==> src/rtl/dma_bus_arbiter_pkg.sv <==
// Shared definitions for the CPU/DMA bus arbiter: FSM state codes, 8288 status
// codes and the registered output bundle decoded from each state.
package bus_arb_pkg;

  typedef enum logic [2:0] {
    ST_CPU       = 3'b000,
    ST_WAIT_IDLE = 3'b001,
    ST_SWITCH    = 3'b010,
    ST_DMA       = 3'b011,
    ST_RELEASE   = 3'b100
  } state_t;

  // 8288 S2..S0 status codes; also used by the bus-controller bench.
  localparam logic [2:0] S_INTA    = 3'b000;
  localparam logic [2:0] S_IORD    = 3'b001;
  localparam logic [2:0] S_IOWR    = 3'b010;
  localparam logic [2:0] S_HALT    = 3'b011;
  localparam logic [2:0] S_CODE    = 3'b100;
  localparam logic [2:0] S_MEMRD   = 3'b101;
  localparam logic [2:0] S_MEMWR   = 3'b110;
  localparam logic [2:0] S_PASSIVE = 3'b111;

  typedef struct packed {
    logic       hlda;
    logic       aen_n;
    logic       dma_aen_n;
    logic       cpu_hold;
    logic [1:0] bus_owner;
  } arb_out_t;

  // RELEASE reports the guard code on bus_owner so 00 only shows once the CPU owns the bus.
  function automatic arb_out_t outs_of(state_t s);
    arb_out_t o;
    case (s)
      ST_CPU:       o = '{hlda: 1'b0, aen_n: 1'b0, dma_aen_n: 1'b1, cpu_hold: 1'b0, bus_owner: 2'b00};
      ST_WAIT_IDLE: o = '{hlda: 1'b0, aen_n: 1'b0, dma_aen_n: 1'b1, cpu_hold: 1'b1, bus_owner: 2'b01};
      ST_SWITCH:    o = '{hlda: 1'b0, aen_n: 1'b1, dma_aen_n: 1'b1, cpu_hold: 1'b1, bus_owner: 2'b10};
      ST_DMA:       o = '{hlda: 1'b1, aen_n: 1'b1, dma_aen_n: 1'b0, cpu_hold: 1'b1, bus_owner: 2'b11};
      ST_RELEASE:   o = '{hlda: 1'b0, aen_n: 1'b1, dma_aen_n: 1'b1, cpu_hold: 1'b1, bus_owner: 2'b10};
      default:      o = '{hlda: 1'b0, aen_n: 1'b0, dma_aen_n: 1'b1, cpu_hold: 1'b0, bus_owner: 2'b00};
    endcase
    return o;
  endfunction

endpackage

==> src/rtl/dma_bus_arbiter_sync_chain.sv <==
// Asynchronous-reset flop chain bringing a single-bit asynchronous signal into clk.
module sync_chain #(
  parameter int STAGES = 2
) (
  input  logic clk,
  input  logic rst_n,
  input  logic d,
  output logic q
);

  logic [STAGES-1:0] ff;

  // NOTE: sequential state is written with non-blocking assignments so every
  // flop samples its pre-edge neighbour and the chain shifts one stage per clock.
  always_ff @(posedge clk or negedge rst_n) begin
    if (!rst_n) begin
      ff <= '0;
    end else begin
      ff <= {ff[STAGES-2:0], d};
    end
  end

  assign q = ff[STAGES-1];

endmodule

==> src/rtl/dma_bus_arbiter.sv <==
// Hands the PC system bus between the 8088 and the 8237: waits for a passive,
// unlocked CPU bus, inserts guard cycles on every hand-over, stalls the CPU meanwhile.
module dma_bus_arbiter
  import bus_arb_pkg::*;
#(
  parameter int SYNC_STAGES    = 2,
  parameter int PASSIVE_CYCLES = 2,
  parameter int GUARD_CYCLES   = 2,
  parameter int CNT_W          = 4
) (
  input  logic       clk,
  input  logic       rst_n,
  input  logic [2:0] s_n,
  input  logic       lock_n,
  input  logic       hrq,
  output logic       hlda,
  output logic       aen_n,
  output logic       dma_aen_n,
  output logic       cpu_hold,
  output logic [1:0] bus_owner
);

  localparam logic [CNT_W-1:0] PASS_LAST  = CNT_W'(PASSIVE_CYCLES - 1);
  localparam logic [CNT_W-1:0] GUARD_LAST = CNT_W'(GUARD_CYCLES - 1);

  logic             hrq_s;
  logic             passive;
  state_t           state;
  arb_out_t         outs;
  logic [CNT_W-1:0] pass_cnt;
  logic [CNT_W-1:0] guard_cnt;

  sync_chain #(
    .STAGES (SYNC_STAGES)
  ) u_hrq_sync (
    .clk   (clk),
    .rst_n (rst_n),
    .d     (hrq),
    .q     (hrq_s)
  );

  // A locked cycle counts as busy even when the status lines read passive.
  assign passive = (s_n == S_PASSIVE) && lock_n;

  // Outputs are decoded from the state being entered, so they change on the
  // same edge as the state and never see the inputs combinationally.
  always_ff @(posedge clk or negedge rst_n) begin
    if (!rst_n) begin
      state     <= ST_CPU;
      outs      <= outs_of(ST_CPU);
      pass_cnt  <= '0;
      guard_cnt <= '0;
    end else begin
      case (state)
        ST_CPU: begin
          if (hrq_s && lock_n) begin
            state    <= ST_WAIT_IDLE;
            outs     <= outs_of(ST_WAIT_IDLE);
            pass_cnt <= '0;
          end
        end

        ST_WAIT_IDLE: begin
          if (!hrq_s) begin
            state <= ST_CPU;
            outs  <= outs_of(ST_CPU);
          end else if (passive) begin
            if (pass_cnt == PASS_LAST) begin
              state     <= ST_SWITCH;
              outs      <= outs_of(ST_SWITCH);
              guard_cnt <= '0;
            end else begin
              pass_cnt <= pass_cnt + 1'b1;
            end
          end else begin
            pass_cnt <= '0;
          end
        end

        ST_SWITCH: begin
          if (!hrq_s) begin
            state     <= ST_RELEASE;
            outs      <= outs_of(ST_RELEASE);
            guard_cnt <= '0;
          end else if (guard_cnt == GUARD_LAST) begin
            state <= ST_DMA;
            outs  <= outs_of(ST_DMA);
          end else begin
            guard_cnt <= guard_cnt + 1'b1;
          end
        end

        ST_DMA: begin
          if (!hrq_s) begin
            state     <= ST_RELEASE;
            outs      <= outs_of(ST_RELEASE);
            guard_cnt <= '0;
          end
        end

        // A new request is ignored here; CPU re-arbitrates one edge after it regains the bus.
        ST_RELEASE: begin
          if (guard_cnt == GUARD_LAST) begin
            state <= ST_CPU;
            outs  <= outs_of(ST_CPU);
          end else begin
            guard_cnt <= guard_cnt + 1'b1;
          end
        end

        default: begin
          state <= ST_CPU;
          outs  <= outs_of(ST_CPU);
        end
      endcase
    end
  end

  assign hlda      = outs.hlda;
  assign aen_n     = outs.aen_n;
  assign dma_aen_n = outs.dma_aen_n;
  assign cpu_hold  = outs.cpu_hold;
  assign bus_owner = outs.bus_owner;

endmodule

==> config.mk <==
export PLATFORM = sky130hd
export DESIGN_NAME = dma_bus_arbiter
export DESIGN_NICKNAME = d
export VERILOG_FILES = /design/src/rtl/dma_bus_arbiter_pkg.sv /design/src/rtl/dma_bus_arbiter_sync_chain.sv /design/src/rtl/dma_bus_arbiter.sv
export SDC_FILE = /design/constraint.sdc
export NUM_CORES = 1
export LEC_CHECK = 0
export CORE_MARGIN = 2
export CORE_UTILIZATION = 48
export CTS_BUF_LIST = sky130_fd_sc_hd__clkbuf_16
export DETAILED_ROUTE_END_ITERATION = 16
export GPL_TIMING_DRIVEN = 0
export PLACE_DENSITY = 0.86
export SETUP_SLACK_MARGIN = 0.15
export SLEW_MARGIN = 15
export SYNTH_ARGS = -nofsm -noshare
export SYNTH_HDL_FRONTEND = slang
export SYNTH_SLANG_ARGS = --single-unit
==> constraint.sdc <==
create_clock -name clk -period 1.55 [get_ports clk]
set_input_delay 0.2325 -clock clk [delete_from_list [all_inputs] [get_ports clk]]
set_output_delay 0.2325 -clock clk [all_outputs]
set_load 0.01 [all_outputs]
### Word-level counts from Yosys, hierarchy flattened

Index checks and enable logic that the tools add are counted.

| word-level totals | value |
|---|---|
| output and inout bits | 6 |
| logic and storage cells | 66 |
| bits in registers | 19 |
| bits of input ports | 7 |

| cells by class | value |
|---|---|
| mux-type cells | 30 |
| reductions and logical operators | 8 |
| equality and inequality tests | 17 |
| add/sub/neg operators | 2 |

Operators with widths:

| operator | count |
|---|---|
| 6-bit two-way mux | 8 |
| 4-bit two-way mux | 10 |
| 6-bit one-hot mux with 5 select lines | 1 |
| 3-bit two-way mux | 8 |
| 4-bit one-hot mux with 4 select lines | 1 |
| 3-bit one-hot mux with 5 select lines | 1 |
| 3-bit != test, second input constant | 4 |
| 2-bit != test, second input constant | 5 |
| 4-bit by 1-bit adder with 4-bit output, second input constant | 2 |
| 4-bit by 1-bit equality test with 1-bit output, second input constant | 2 |
| 4-bit one-hot mux with 2 select lines | 1 |
| 3-bit by 2-bit equality test with 1-bit output, second input constant | 2 |
| 3-bit equality test, second input constant | 2 |
| 6-bit AND reduction | 1 |
| 5-bit AND reduction | 1 |
| 4-bit AND reduction | 1 |
| 4-bit nonzero test | 1 |
| 3-bit by 1-bit equality test with 1-bit output, second input constant | 1 |
| 3-bit zero test | 1 |
| 1-bit logical AND | 2 |
| 2-bit by 1-bit != test with 1-bit output, second input constant | 1 |
| 2-bit nonzero test | 1 |

### Logic depth before layout (Yosys ltp)

| logic depth | value |
|---|---|
| word-level depth | 5 |
| depth in mapped cells | 6 |
| mapped depth without buffers | 6 |

### By module

Synthesis repeated with hierarchy kept, for this count alone.

| unflattened totals | value |
|---|---|
| cells, all modules | 98 |
| area total of the unflattened synthesis | 998.5 µm² |

Modules (own cells, without submodules):

| module | instances | cells an instance | seq. area each (µm²) | area an instance (µm²) |
|---|---|---|---|---|
| dma_bus_arbiter | 1 | 96 | 376.6 | 948.4 |
| sync_chain | 1 | 2 | 50.0 | 50.0 |

### Worst setup path after synthesis

Ideal clock, no wire load.

| timing | value |
|---|---|
| path type | reg2reg |
| start point | register guard_cnt[1] |
| end point | register outs, in the netlist aen_n |
| cell stages (with the launch flop) | 7 |
| data required time | 1429 ps |
| arrival time | 1547 ps |
| slack | -118 ps |
| path buffers | 0 |
| clock period less this slack | 1668 ps |
| cells stage by stage | dfrtp_1 inv_1 ha_1 nor3b_1 a211o_1 o221ai_1 a22o_1 |

| on the way | value |
|---|---|
| word-level cells in the longest chain between the ends | 3 |
| elaborated cells on any way between the ends | 4 |

Ends and longest elaborated chain:

| what | RTL line | text |
|---|---|---|
| from (decl) | dma_bus_arbiter.sv:31 | `logic [CNT_W-1:0] guard_cnt;` |
| from (signal assigned) | dma_bus_arbiter.sv:89 | `guard_cnt <= guard_cnt + 1'b1;` |
| from (signal assigned) | dma_bus_arbiter.sv:107 | `guard_cnt <= guard_cnt + 1'b1;` |
| 4-bit by 1-bit equality test with 1-bit output * | dma_bus_arbiter.sv:85, dma_bus_arbiter.sv:103 |  |
| 3-bit != test (no line) or 2-bit != test (tied branches) | - |  |
| 6-bit AND reduction (no line) * | - |  |
| to (signal assigned) | dma_bus_arbiter.sv:83 | `outs <= outs_of(ST_RELEASE);` |
| to (signal assigned) | dma_bus_arbiter.sv:87 | `outs <= outs_of(ST_DMA);` |
| to (signal assigned) | dma_bus_arbiter.sv:105 | `outs <= outs_of(ST_CPU);` |
| to (decl) | dma_bus_arbiter.sv:29 | `arb_out_t outs;` |

Mark *: on every way between the ends. The rest lies on a longest branch, timed or not.
A chain may end at the register's enable or synchronous reset.

### Final worst setup path

| timing | value |
|---|---|
| start point | register state[0] |
| end point | register pass_cnt[0] |

| on the way | value |
|---|---|
| word-level cells in the longest chain between the ends | 3 |
| elaborated cells on any way between the ends | 8 |

Ends and longest elaborated chain:

| what | RTL line | text |
|---|---|---|
| from (decl) | dma_bus_arbiter.sv:28 | `state_t state;` |
| from (signal assigned) | dma_bus_arbiter.sv:49 | `state <= ST_CPU;` |
| from (signal assigned) | dma_bus_arbiter.sv:57 | `state <= ST_WAIT_IDLE;` |
| from (signal assigned) | dma_bus_arbiter.sv:65 | `state <= ST_CPU;` |
| 3-bit by 1-bit equality test with 1-bit output or 3-bit zero test (tied branches) | dma_bus_arbiter.sv:54 | `case (state)` |
| 3-bit != test (no line) (tied with other cells) | - |  |
| 4-bit AND reduction (no line) | - |  |
| to (signal assigned) | dma_bus_arbiter.sv:73 | `pass_cnt <= pass_cnt + 1'b1;` |
| to (decl) | dma_bus_arbiter.sv:30 | `logic [CNT_W-1:0] pass_cnt;` |

Parallel ways exist; a longest one is shown, timed or not.

==> flow_metrics.py <==
metrics = {
    "global_route": {
        "grt_overflow": 0,
        "grt_pass1_vias": 1074,
        "grtUsageTotal": 0.265,
        "grt_pass1_wl_um": 4910,
        "antenna_found_initial": 0,
        "grt_max_degree": 18,
    },
    "sta": {
        "slew_viol_final": 0,
        "slew_headroom": 0.473,
        "tightest_slew_ns": 0.788,
        "fin_skew_ns": 0.00289,
        "fmaxAchievable_ghz": 0.589,
        "hold_violations": 0,
        "fin_ws_ns": -0.149,
        "setup-violations-final": 11,
        "min_period_over_period": 1.10,
        "rsz0062_at_grt": "true",
        "layout_min_cycle_time_ns": 1.70,
        "finalSetupTns_ns": -0.786,
    },
    "placed_design": {
        "place.port_buffers": 12,
        "gp_congestion": 0.831,
        "post-dp-hpwl_um": 1550,
        "placed_cell_area_mm2": 0.00120,
        "place_worst_setup_slack_ns": -0.559,
    },
    "route": {
        "drc_errors": 0,
        "firstDrtPassIters": 4,
        "drt_iter0_drc": 24,
        "via_per_inst": 5.98,
        "post_drt_wl_per_cell_um": 19.2,
        "num_vias": 1041,
        "routed_wl_um": 3350,
        "postRouteAntennaNets": 0,
    },
    "logic_synthesis": {
        "yosysSeqAreaShare": 0.427,
        "yosysUniqueCellTypes": 43,
        "synth_top_area_frac": 0.401,
        "synth_area_um2": 1000,
        "syn_nets": 112,
        "ys.flop_type": "dfrtp_1",
        "ys_seq_elements": 17,
        "synthTopCellsByArea": "dfrtp_1 40%, ha_1 5.0%, a21oi_1 3.0%",
        "postSynthAreaPerCell_um2": 9.90,
        "synth_edf_count": 0,
        "netlist_instances": 101,
        "synth_top_cell_by_area": "dfrtp_1",
        "yosysWarningCount": 0,
        "async_flop_share": 1.00,
    },
    "cts": {
        "clk_pin_slew_worst_paths_ns": 0.05,
        "clk_path_buf_depth": 2,
        "cts_made_buffers": 3,
        "cts-root-buf": "clkbuf_16",
        "ctsHtreeMaxLevel": 1,
        "clk_latency_ns": 0.25,
        "cts_hold_buffers": 0,
        "cts_tree": "yes",
        "cts_sinks": 17,
    },
    "worst_setup_path": {
        "worst_setup_path_end_kind": "register",
        "worstPathArrival_ns": 1.87,
        "crit_buf_inv": 1,
        "critPathMaxStageDelay_ns": 0.46,
        "required_ns": 1.72,
        "crit_fanout": 5,
        "slowest_stage": "or4_1",
        "path_cells": "nor2_2, or3_4, buf_6, or4_1, o21ai_1",
        "crit_type": "register to register",
        "crit_family": "simple AND/OR/NAND/NOR gates",
        "start_kind": "register",
    },
    "finish": {
        "diodes": 0,
        "final_common_cell": "buf_4",
        "syn_to_final_growth_pct": 67.0,
        "finish.utilization": 0.851,
        "design_area_mm2": 0.00167,
        "mostFrequentLayoutCells": "22 x buf_4, 14 x dfrtp_1, 11 x buf_6, 8 x inv_1, 6 x dlygate4sd2_1",
        "drive_gt1_frac": 0.483,
        "num-fill-cells": 115,
        "finalNetCount": 159,
    },
    "die": {
        "coreArea_mm2": 0.00196,
        "dieArea_mm2": 0.00246,
        "num_rows": 16,
        "initial_core_util": 0.510,
        "pin_count": 13,
        "dieWidth_um": 49.6,
        "die_h_um": 49.6,
    },
    "run": {
        "drv_cap": 0,
    },
    "power": {
        "p_per_area_mw_per_mm2": 722,
        "p_leak_nw": 0.743,
        "ir_worst_vdd_mv": 0.895,
    },
    "hold_path": {
        "hp-class": "register to register",
    },
    "status": {
        "violations": "setup timing",
        "status": "complete, but fails checks",
    },
}
-- through the flow --
stage / instances / total power [mW] / hold slack [ns]
floorplan: 101 / 0.561 / -0.0631
global placement: 140 / 0.625 / 0.333
detailed placement: 140 / 0.629 / 0.335
CTS: 166 / 1.18 / 0.346
global route: 174 / 1.25 / 0.369
finish: 174 / 1.21 / 0.365
-- path summary, 6_finish.rpt --
| path | from | to | slack (ns) | depth (start not counted) |
|---|---|---|---|---|
| hold / removal | u_hrq_sync.ff[0]$_DFF_PN0_ | u_hrq_sync.ff[1]$_DFF_PN0_ | 0.36 | 0 |
| setup reg to reg | state[0]$_DFFE_PN0P_ | pass_cnt[0]$_DFFE_PN0P_ | -0.15 | 5 |
| max in group asynchronous | rst_n | guard_cnt[0]$_DFFE_PN0P_ | 0.56 | 1 |
| setup / recovery | state[0]$_DFFE_PN0P_ | pass_cnt[0]$_DFFE_PN0P_ | -0.15 | 5 |
| hold reg to reg | u_hrq_sync.ff[0]$_DFF_PN0_ | u_hrq_sync.ff[1]$_DFF_PN0_ | 0.36 | 0 |
| min in group asynchronous | rst_n | state[1]$_DFFE_PN0P_ | 0.44 | 1 |
-- report_power, final --
part	leakage (nW)	internal (mW)	switching [mW]	total (mW)
logic	0.483	0.110	0.102	0.212
registers	0.218	0.461	0.0143	0.475
clock network	0.0423	0.343	0.176	0.519
-- synthesized netlist by cell type (2+ instances only) --
cell type / count
a21o_1: 2
a21oi_1: 6
a31oi_1: 4
a32o_1: 2
buf_4: 3
clkbuf_1: 2
dfrtp_1: 16
ha_1: 4
inv_1: 8
nand2_1: 6
nand2b_1: 2
nand3_1: 3
nand3b_1: 2
nor2_1: 5
nor3_1: 2
nor3b_1: 2
o21ai_0: 4
o221ai_1: 2
or4_1: 2
-- area by class of cell --
cell class              count  area, um^2  area share
multi-input cells          70         654       0.392
repair buffers             42         387       0.232
plain buffers               6        56.3      0.0337
flip-flops and latches     17         429       0.257
inverters                   8        30.0      0.0180
clock buffers               3        75.1      0.0450
clock inverters             1        3.75     0.00225
well taps                  27        33.8      0.0202
-- kinds of logic after synthesis --
logic type,count (synthesis),synth area share
AND/OR/NAND/NOR,33,0.214
AO/OA/AOI/OAI,31,0.223
flip-flops,17,0.427
buffers and inverters,14,0.0651
adder cells (fa/ha/maj),4,0.0501
multiplexers,2,0.0213
-- flip-flops by register name, summed over array words and instances (netlist names) --
name,cells
u_hrq_sync.ff,2
guard_cnt,4
state,3
pass_cnt,4
cpu_hold,1
hlda,1
aen_n,1
dma_aen_n,1
-- timing repair --
action	CTS	global route
endpoints found under the setup margin	17	15
pin swaps	14	6
setup buffers	22	8
resized for setup	33	14
-- metal layers --
layer / share of wire / wire, um / track usage
met2: 0.55 / 1840 / 0.513
met1: 0.37 / 1220 / 0.262
met5: 0 / 0 / 0
met4: 0.033 / 112 / 0.130
met3: 0.053 / 176 / 0.0515
Power figures use the tool's default switching activity.
